===== config.mk =====
export PLATFORM = sky130hd
export DESIGN_NAME = control_unit
export DESIGN_NICKNAME = d
export VERILOG_FILES = /design/src/rtl/cpu_pkg.sv /design/src/rtl/branch_cond.sv /design/src/rtl/control_unit.sv
export SDC_FILE = /design/constraint.sdc
export NUM_CORES = 1
export LEC_CHECK = 0
export CAP_MARGIN = 10
export CORE_MARGIN = 2
export CORE_UTILIZATION = 40
export CTS_BUF_LIST = sky130_fd_sc_hd__clkbuf_8
export DETAILED_ROUTE_END_ITERATION = 12
export PLACE_DENSITY = 0.75
export SETUP_SLACK_MARGIN = 0.4
export SYNTH_ARGS = -nofsm -noshare
export SYNTH_HDL_FRONTEND = slang
export SYNTH_SLANG_ARGS = --single-unit

===== constraint.sdc =====
create_clock -name clock -period 2.5 [get_ports clock]
set_input_delay 0.625 -clock clock [delete_from_list [all_inputs] [get_ports clock]]
set_output_delay 0.625 -clock clock [all_outputs]
set_load 0.005 [all_outputs]

===== src/rtl/cpu_pkg.sv =====
// rtl/cpu_pkg.sv - shared states, opcodes, ALU and bus select codes for the accumulator CPU
package cpu_pkg;

    typedef enum logic [3:0] {
        S_FETCH_0,
        S_FETCH_1,
        S_FETCH_2,
        S_DECODE_3,
        S_IMM_4,
        S_IMM_5,
        S_DIR_4,
        S_DIR_5,
        S_DIR_6,
        S_DIR_7,
        S_ALU_4,
        S_BR_4,
        S_BR_5,
        S_BRN_4
    } state_t;

    localparam logic [7:0] LDA_IMM = 8'h86;
    localparam logic [7:0] LDA_DIR = 8'h87;
    localparam logic [7:0] LDB_IMM = 8'h88;
    localparam logic [7:0] LDB_DIR = 8'h89;
    localparam logic [7:0] STA_DIR = 8'h96;
    localparam logic [7:0] STB_DIR = 8'h97;

    localparam logic [7:0] ADD_AB  = 8'h42;
    localparam logic [7:0] SUB_AB  = 8'h43;
    localparam logic [7:0] AND_AB  = 8'h44;
    localparam logic [7:0] OR_AB   = 8'h45;
    localparam logic [7:0] XOR_AB  = 8'h46;
    localparam logic [7:0] INCA    = 8'h47;
    localparam logic [7:0] DECA    = 8'h48;
    localparam logic [7:0] NOTA    = 8'h49;

    localparam logic [7:0] BRA     = 8'h20;
    localparam logic [7:0] BMI     = 8'h21;
    localparam logic [7:0] BPL     = 8'h22;
    localparam logic [7:0] BEQ     = 8'h23;
    localparam logic [7:0] BNE     = 8'h24;
    localparam logic [7:0] BVS     = 8'h25;
    localparam logic [7:0] BVC     = 8'h26;
    localparam logic [7:0] BCS     = 8'h27;
    localparam logic [7:0] BCC     = 8'h28;

    localparam logic [2:0] ALU_ADD = 3'b000;
    localparam logic [2:0] ALU_INC = 3'b001;
    localparam logic [2:0] ALU_SUB = 3'b010;
    localparam logic [2:0] ALU_DEC = 3'b011;
    localparam logic [2:0] ALU_AND = 3'b100;
    localparam logic [2:0] ALU_OR  = 3'b101;
    localparam logic [2:0] ALU_XOR = 3'b110;
    localparam logic [2:0] ALU_NOT = 3'b111;

    localparam logic [1:0] BUS1_PC   = 2'b00;
    localparam logic [1:0] BUS1_A    = 2'b01;
    localparam logic [1:0] BUS1_B    = 2'b10;
    localparam logic [1:0] BUS2_ALU  = 2'b00;
    localparam logic [1:0] BUS2_BUS1 = 2'b01;
    localparam logic [1:0] BUS2_MEM  = 2'b10;

    localparam int FLAG_N = 3;
    localparam int FLAG_Z = 2;
    localparam int FLAG_V = 1;
    localparam int FLAG_C = 0;

    // Map an ALU-class opcode onto the ALU operation code
    function automatic logic [2:0] alu_sel_of(input logic [7:0] op);
        logic [2:0] sel;
        sel = ALU_ADD;
        case (op)
            ADD_AB:  sel = ALU_ADD;
            SUB_AB:  sel = ALU_SUB;
            AND_AB:  sel = ALU_AND;
            OR_AB:   sel = ALU_OR;
            XOR_AB:  sel = ALU_XOR;
            INCA:    sel = ALU_INC;
            DECA:    sel = ALU_DEC;
            NOTA:    sel = ALU_NOT;
            default: sel = ALU_ADD;
        endcase
        return sel;
    endfunction

    function automatic logic is_alu_op(input logic [7:0] op);
        return (op >= ADD_AB) && (op <= NOTA);
    endfunction

    function automatic logic is_branch_op(input logic [7:0] op);
        return (op >= BRA) && (op <= BCC);
    endfunction

endpackage


===== src/rtl/branch_cond.sv =====
// rtl/branch_cond.sv - branch taken decision from opcode and latched NZVC flags
module branch_cond
    import cpu_pkg::*;
(
    input  logic [7:0] i_ir,
    input  logic [3:0] i_ccr,
    output logic       o_take
);

    // Select the flag test for each conditional branch; non-branches never take
    always_comb begin
        o_take = 1'b0;
        case (i_ir)
            BRA:     o_take = 1'b1;
            BMI:     o_take =  i_ccr[FLAG_N];
            BPL:     o_take = ~i_ccr[FLAG_N];
            BEQ:     o_take =  i_ccr[FLAG_Z];
            BNE:     o_take = ~i_ccr[FLAG_Z];
            BVS:     o_take =  i_ccr[FLAG_V];
            BVC:     o_take = ~i_ccr[FLAG_V];
            BCS:     o_take =  i_ccr[FLAG_C];
            BCC:     o_take = ~i_ccr[FLAG_C];
            default: o_take = 1'b0;
        endcase
    end

endmodule


===== src/rtl/control_unit.sv =====
// rtl/control_unit.sv - fetch/decode/execute sequencer driving datapath strobes and selects
module control_unit
    import cpu_pkg::*;
#(
    parameter int IR_WIDTH = 8
) (
    input  logic                clock,
    input  logic                reset,
    input  logic [IR_WIDTH-1:0] IR,
    input  logic [3:0]          CCR_Result,
    output logic                IR_Load,
    output logic                MAR_Load,
    output logic                PC_Load,
    output logic                PC_Inc,
    output logic                A_Load,
    output logic                B_Load,
    output logic [2:0]          ALU_Sel,
    output logic                CCR_Load,
    output logic [1:0]          Bus1_Sel,
    output logic [1:0]          Bus2_Sel,
    output logic                write
);

    state_t r_state;
    state_t w_next;
    logic   w_take;

    branch_cond u_branch_cond (
        .i_ir   (IR),
        .i_ccr  (CCR_Result),
        .o_take (w_take)
    );

    // State register; reset drops straight back to the first fetch state
    always_ff @(posedge clock or negedge reset) begin
        if (!reset) begin
            r_state <= S_FETCH_0;
        end else begin
            r_state <= w_next;
        end
    end

    // Next-state selection and Moore/opcode output decode
    always_comb begin
        w_next   = S_FETCH_0;
        IR_Load  = 1'b0;
        MAR_Load = 1'b0;
        PC_Load  = 1'b0;
        PC_Inc   = 1'b0;
        A_Load   = 1'b0;
        B_Load   = 1'b0;
        ALU_Sel  = ALU_ADD;
        CCR_Load = 1'b0;
        Bus1_Sel = BUS1_PC;
        Bus2_Sel = BUS2_ALU;
        write    = 1'b0;
        case (r_state)
            S_FETCH_0: begin
                MAR_Load = 1'b1;
                Bus1_Sel = BUS1_PC;
                Bus2_Sel = BUS2_BUS1;
                w_next   = S_FETCH_1;
            end
            S_FETCH_1: begin
                PC_Inc = 1'b1;
                w_next = S_FETCH_2;
            end
            S_FETCH_2: begin
                Bus2_Sel = BUS2_MEM;
                IR_Load  = 1'b1;
                w_next   = S_DECODE_3;
            end
            S_DECODE_3: begin
                if (IR == LDA_IMM || IR == LDB_IMM) begin
                    w_next = S_IMM_4;
                end else if (IR == LDA_DIR || IR == LDB_DIR ||
                             IR == STA_DIR || IR == STB_DIR) begin
                    w_next = S_DIR_4;
                end else if (is_alu_op(IR)) begin
                    w_next = S_ALU_4;
                end else if (is_branch_op(IR)) begin
                    w_next = w_take ? S_BR_4 : S_BRN_4;
                end else begin
                    w_next = S_FETCH_0;
                end
            end
            S_IMM_4, S_DIR_4, S_BR_4: begin
                MAR_Load = 1'b1;
                Bus1_Sel = BUS1_PC;
                Bus2_Sel = BUS2_BUS1;
                w_next   = (r_state == S_IMM_4) ? S_IMM_5 :
                           (r_state == S_DIR_4) ? S_DIR_5 : S_BR_5;
            end
            S_IMM_5: begin
                Bus2_Sel = BUS2_MEM;
                A_Load   = (IR == LDA_IMM);
                B_Load   = (IR == LDB_IMM);
                PC_Inc   = 1'b1;
                w_next   = S_FETCH_0;
            end
            S_DIR_5: begin
                PC_Inc = 1'b1;
                w_next = S_DIR_6;
            end
            S_DIR_6: begin
                Bus2_Sel = BUS2_MEM;
                MAR_Load = 1'b1;
                w_next   = S_DIR_7;
            end
            S_DIR_7: begin
                if (IR == STA_DIR || IR == STB_DIR) begin
                    Bus1_Sel = (IR == STA_DIR) ? BUS1_A : BUS1_B;
                    write    = 1'b1;
                end else begin
                    Bus2_Sel = BUS2_MEM;
                    A_Load   = (IR == LDA_DIR);
                    B_Load   = (IR == LDB_DIR);
                end
                w_next = S_FETCH_0;
            end
            S_ALU_4: begin
                Bus1_Sel = BUS1_B;
                Bus2_Sel = BUS2_ALU;
                ALU_Sel  = alu_sel_of(IR);
                A_Load   = 1'b1;
                CCR_Load = 1'b1;
                w_next   = S_FETCH_0;
            end
            S_BR_5: begin
                Bus2_Sel = BUS2_MEM;
                PC_Load  = 1'b1;
                w_next   = S_FETCH_0;
            end
            S_BRN_4: begin
                PC_Inc = 1'b1;
                w_next = S_FETCH_0;
            end
            default: w_next = S_FETCH_0;
        endcase
    end

endmodule


After elaboration in Yosys (flattened, before gate mapping):

Index checks and enable logic that the tools add are counted.

* bits of input ports: 14
* bits in registers: 4
* output and inout bits: 15
* word-level logic and storage cells: 84

* multiplexer cells: 27
* eq/ne operators: 35
* bitwise gates (word level): 4
* magnitude comparators: 4
* reduce and logical (&&, ||, !) cells: 13

Operators with widths (number)
* 8-bit by 6-bit equality test with 1-bit output (second input constant): 9
* 8-bit by 7-bit equality test with 1-bit output (second input constant): 7
* 8-bit equality test (second input constant): 6
* 4-bit case mux with 7 select lines: 1
* 4-bit equality test (second input constant): 6
* 4-bit two-way mux: 6
* 3-bit case mux with 7 select lines: 1
* 4-bit by 3-bit equality test with 1-bit output (second input constant): 4
* 4-bit OR reduction: 3
* 1-bit two-way mux: 9
* 1-bit case mux with 9 select lines: 1
* 4-bit by 2-bit equality test with 1-bit output (second input constant): 2
* 8-bit by 6-bit greater-or-equal comparator with 1-bit output (second input constant): 1
* 8-bit by 7-bit greater-or-equal comparator with 1-bit output (second input constant): 1
* 8-bit by 6-bit <= comparator with 1-bit output (second input constant): 1
* 8-bit by 7-bit <= comparator with 1-bit output (second input constant): 1
* 2-bit two-way mux: 3
* 3-bit two-way mux: 2
* 2-bit case mux with 3 select lines: 1
* 1-bit logical OR: 5
* 5-bit OR reduction: 1
* 4-bit by 1-bit equality test with 1-bit output (second input constant): 1
* 4-bit logical NOT: 1
* 1-bit inverter: 4
* other kinds (5): 6

Logic depth before layout (Yosys ltp):

* word-level depth: 8
* gate-level depth with buffers: 7
* gate-level depth less buffers: 5

By module:

A second synthesis with hierarchy kept.

* cells, all modules: 96
* area, all modules: 709.4 sq um

Modules (own cells, without submodules)
* control_unit: sequential area each 100.1 sq um, times used 1, area each 625.6 sq um, cells an instance 86
* branch_cond: sequential area each 0.0 sq um, times used 1, area each 83.8 sq um, cells an instance 10

Least setup slack after synthesis:

Ideal clock, no wire load.

* kind: input-to-output
* start: input IR[2]
* end: output Bus1_Sel[0]
* setup slack: 0.161 ns
* arrival: 1.714 ns
* path buffers: 1
* data required time: 1.875 ns
* stages on the path: 5
* cell sequence: buf_2 > nand3b_1 > or2_2 > nor4b_4 > and2_1

* cells in the longest elaborated chain, start to end: 4
* elaborated cells on any way between the ends: 6

Ends and longest elaborated chain
* from (decl): RTL line control_unit.sv:9 `input logic [IR_WIDTH-1:0] IR,`
* 8-bit equality test (on tied branches): RTL line control_unit.sv:111, control_unit.sv:112
* 2-bit two-way mux / 1-bit logical OR (equally long branches): RTL line control_unit.sv:112, control_unit.sv:111
* 2-bit two-way mux (*): RTL line control_unit.sv:111 `if (IR == STA_DIR || IR == STB_DIR) begin`
* 2-bit case mux with 2 select lines (*): RTL line control_unit.sv:57 `case (r_state)`
* to (decl): RTL line control_unit.sv:19 `output logic [1:0] Bus1_Sel,`

Every way passes the cells marked *; elsewhere a longest branch is shown, timed or not.

Final worst setup path:

* start: input IR[6]
* end: output B_Load

* cells in the longest elaborated chain, start to end: 4
* elaborated cells on any way between the ends: 7

Ends and longest elaborated chain
* 8-bit equality test: RTL line control_unit.sv:111
* 1-bit logical OR: RTL line control_unit.sv:111
* 1-bit two-way mux: RTL line control_unit.sv:111
* 1-bit case mux with 2 select lines (*): RTL line control_unit.sv:57
* to (decl): RTL line control_unit.sv:16 `output logic B_Load,`

Marked as above.

==> flow_summary.ini <==
[routing]
ant_nets = 0
vias = 1179
avgViaCountPerCell = 6.109
wl_per_cell_um = 16.74
drtPass1Iterations = 5
first_iter_violations = 68
wirelength_mm = 3.230
drc = 0

[power_and_ir_drop]
p_seq_share_pct = 13.2
netSwitchingPower_w = 0.0004037
p_leak_nw = 0.7067
p_int_w = 0.0005456
clock_power_share_pct = 14.5
p_per_area_nw_per_um2 = 655.1
ir_drop_mv = 0.7773
p_comb_share_pct = 72.2
switching_share_pct = 42.53

[clock_tree]
clockRootBuffer = clkbuf_8
cts_tree = done
numCtsBuffers = 3
ctsHoldBuffers = 0
clk_pin_slew_ps = 40
h-tree-depth = 1
cts.path.max_buffers = 2
clock_sinks = 4
clock_latency_ps = 220

[grt]
grt_max_degree = 16
antenna_found_initial = 0
grt_pass1_wl_mm = 4.478
grt_usage_pct = 28.81
grt_pass1_vias = 1035
overflow = 0

[logic_synthesis]
yosysSeqAreaShare_pct = 13.94
synth_edf_count = 0
synth.cell_area_sq_um = 718.2
yosys_warnings = 0
avgSynthCellArea_sq_um = 6.973
async_reset_ff_share_pct = 100.0
yosys_register_bits = 4
synthFlopType = dfrtp_1
syn_nets = 117
synthDistinctLibCells = 44
syn_inst = 103

[final_layout]
nets = 184
drive_gt1_share_pct = 54.76
n_antenna_cell = 0
areaGrowthSynthToFinish_pct = 101.7
top_register = r_state
largest_reg_flops = 4
top_regs = r_state x4
finalNonFillerCells = 193

[setup_path]
r2r_cells = 6
path_class = in -> out
path_max_fanout = 2
cp.arrival_ps = 1820
crit_top_cell = buf_6
crit_path_start_kind = input port
cp.required_ps = 1880
cp_slowest_cell = and2b_2
cp-end-kind = primary output
slowest_delay_ps = 230
crit_chain = buf_8, and2b_2, buf_6, buf_6, buf_6, nand4b_1, buf_4, nor3_2, buf_2

[timing]
min_period_ps = 2443
fin_setup_tns_ps = 0
slew_viol_final = 0
hold_violations = 0
skew_ps = 7.121
tightest_slew_ps = 352.2
post-route-period-util_pct = 97.72
rsz0062_at_grt = true
finalSetupViolations = 0
fmaxAchievable_mhz = 409.3
slew_headroom_pct = 75.92

[floorplanning]
die_area_sq_um = 2151
die_x_um = 46.38
ioPinCount = 29
start_util_pct = 42.05
core_sq_um = 1708
row_count = 15
die_y_um = 46.38

[placed_design]
portBuffers = 28
gp_congestion = 0.8751
dpl.cell_count = 175
hpwl_mm = 1.875

[status]
status = finished clean

[min_path]
hp-class = in -> async

[job]
drv_cap = 0
==> per-stage QoR <==
step	total power [W]	util [%]	worst slack, ps	hold slack (ps)	cell area, sq um
after floorplan	0.0004001	-	263.1	329.4	730.7
after global placement	0.0006483	70.55	-694.8	658.5	1205
after detailed placement	0.0006559	70.55	-753.0	661.9	1205
after CTS	0.0008538	80.81	51.94	613.4	1380
after global routing	0.001002	84.84	0.09215	633.5	1449
final	0.0009492	84.84	57.02	613.5	1449
==> final timing paths <==
check                           startpoint    endpoint  slack (ps)
worst min-delay path                 reset  r_state[2]         610
worst max register to register  r_state[2]  r_state[2]         920
min in group clock              r_state[0]  r_state[0]         740
max in group asynchronous            reset  r_state[1]        1690
worst min register to register  r_state[0]  r_state[0]         740
worst max-delay path                 IR[6]      B_Load          60
==> cell families after synthesis <==
| group | Yosys count | share of synthesized area (%) |
|---|---|---|
| mux | 1 | 1.394 |
| flops | 4 | 13.94 |
| simple gates | 51 | 42.68 |
| compound gates | 33 | 32.58 |
| xor+xnor | 2 | 2.439 |
| buf+inv | 12 | 6.968 |
==> cell usage in the layout (no fill, tap or decap), drive strengths merged, types with 3 or more instances in the layout <==
master,netlist,layout
nand2,8,8
o32ai,3,3
inv,4,4
a21oi,6,6
buf,4,55
nor2b,6,6
nand3,3,3
nor3,5,5
dlymetal6s2s,0,3
clkdlybuf4s15,0,5
clkbuf,4,3
dfrtp,4,4
o21ai,4,4
clkdlybuf4s50,0,5
nor2,10,10
nand2b,4,4
==> worst max-delay path, delay by kind of cell <==
| family | cells | cell delay, ps |
|---|---|---|
| buffers and inverters | 6 | 660 |
| AND/OR/NAND/NOR | 3 | 520 |
==> layer usage <==
layer	routed length [um]	up-vias	track usage (%)	share of wire [%]
li1	-	520	-	-
met4	119	0	10.86	3.7
met3	321	19	4.314	9.9
met5	0	-	0	0
met2	1551	96	49.17	48
met1	1237	544	35.98	38
==> power by group through the flow <==
stage / registers, W / logic [W] / clock network (W)
after floorplan: 0.000113 / 0.000287 / 0
after global routing: 0.000129 / 0.000728 / 0.000145
final: 0.000126 / 0.000685 / 0.000138
after detailed placement: 0.000125 / 0.000531 / 0
after CTS: 0.000130 / 0.000583 / 0.000141
after global placement: 0.000124 / 0.000524 / 0
==> cell usage after synthesis (3+ instances only) <==
cell type	n	area share, %
inv_1	4	2.1
nand3_1	3	2.1
clkbuf_1	4	2.1
nand2b_1	4	3.5
a21oi_1	6	4.2
nor2_1	10	5.2
nand2_1	8	4.2
buf_2	4	2.8
o32ai_1	3	3.7
o21ai_0	3	2.1
nor3_1	5	3.5
dfrtp_1	4	14
nor2b_1	6	5.2
==> cell type report <==
type                    instances  area, sq um
well taps                      25        31.28
repair buffers                 70        590.6
clock buffers                   3        41.29
inverters                       4        15.01
multi-input cells              87        666.9
flip-flops and latches          4        103.9
fillers                        92        259.0
==> what timing repair did <==
action                     CTS  global route
pin swaps                   12             7
resized for setup           94            14
setup endpoints to repair   18            13
setup buffers               11             4
(Power assumes the default switching activity.)
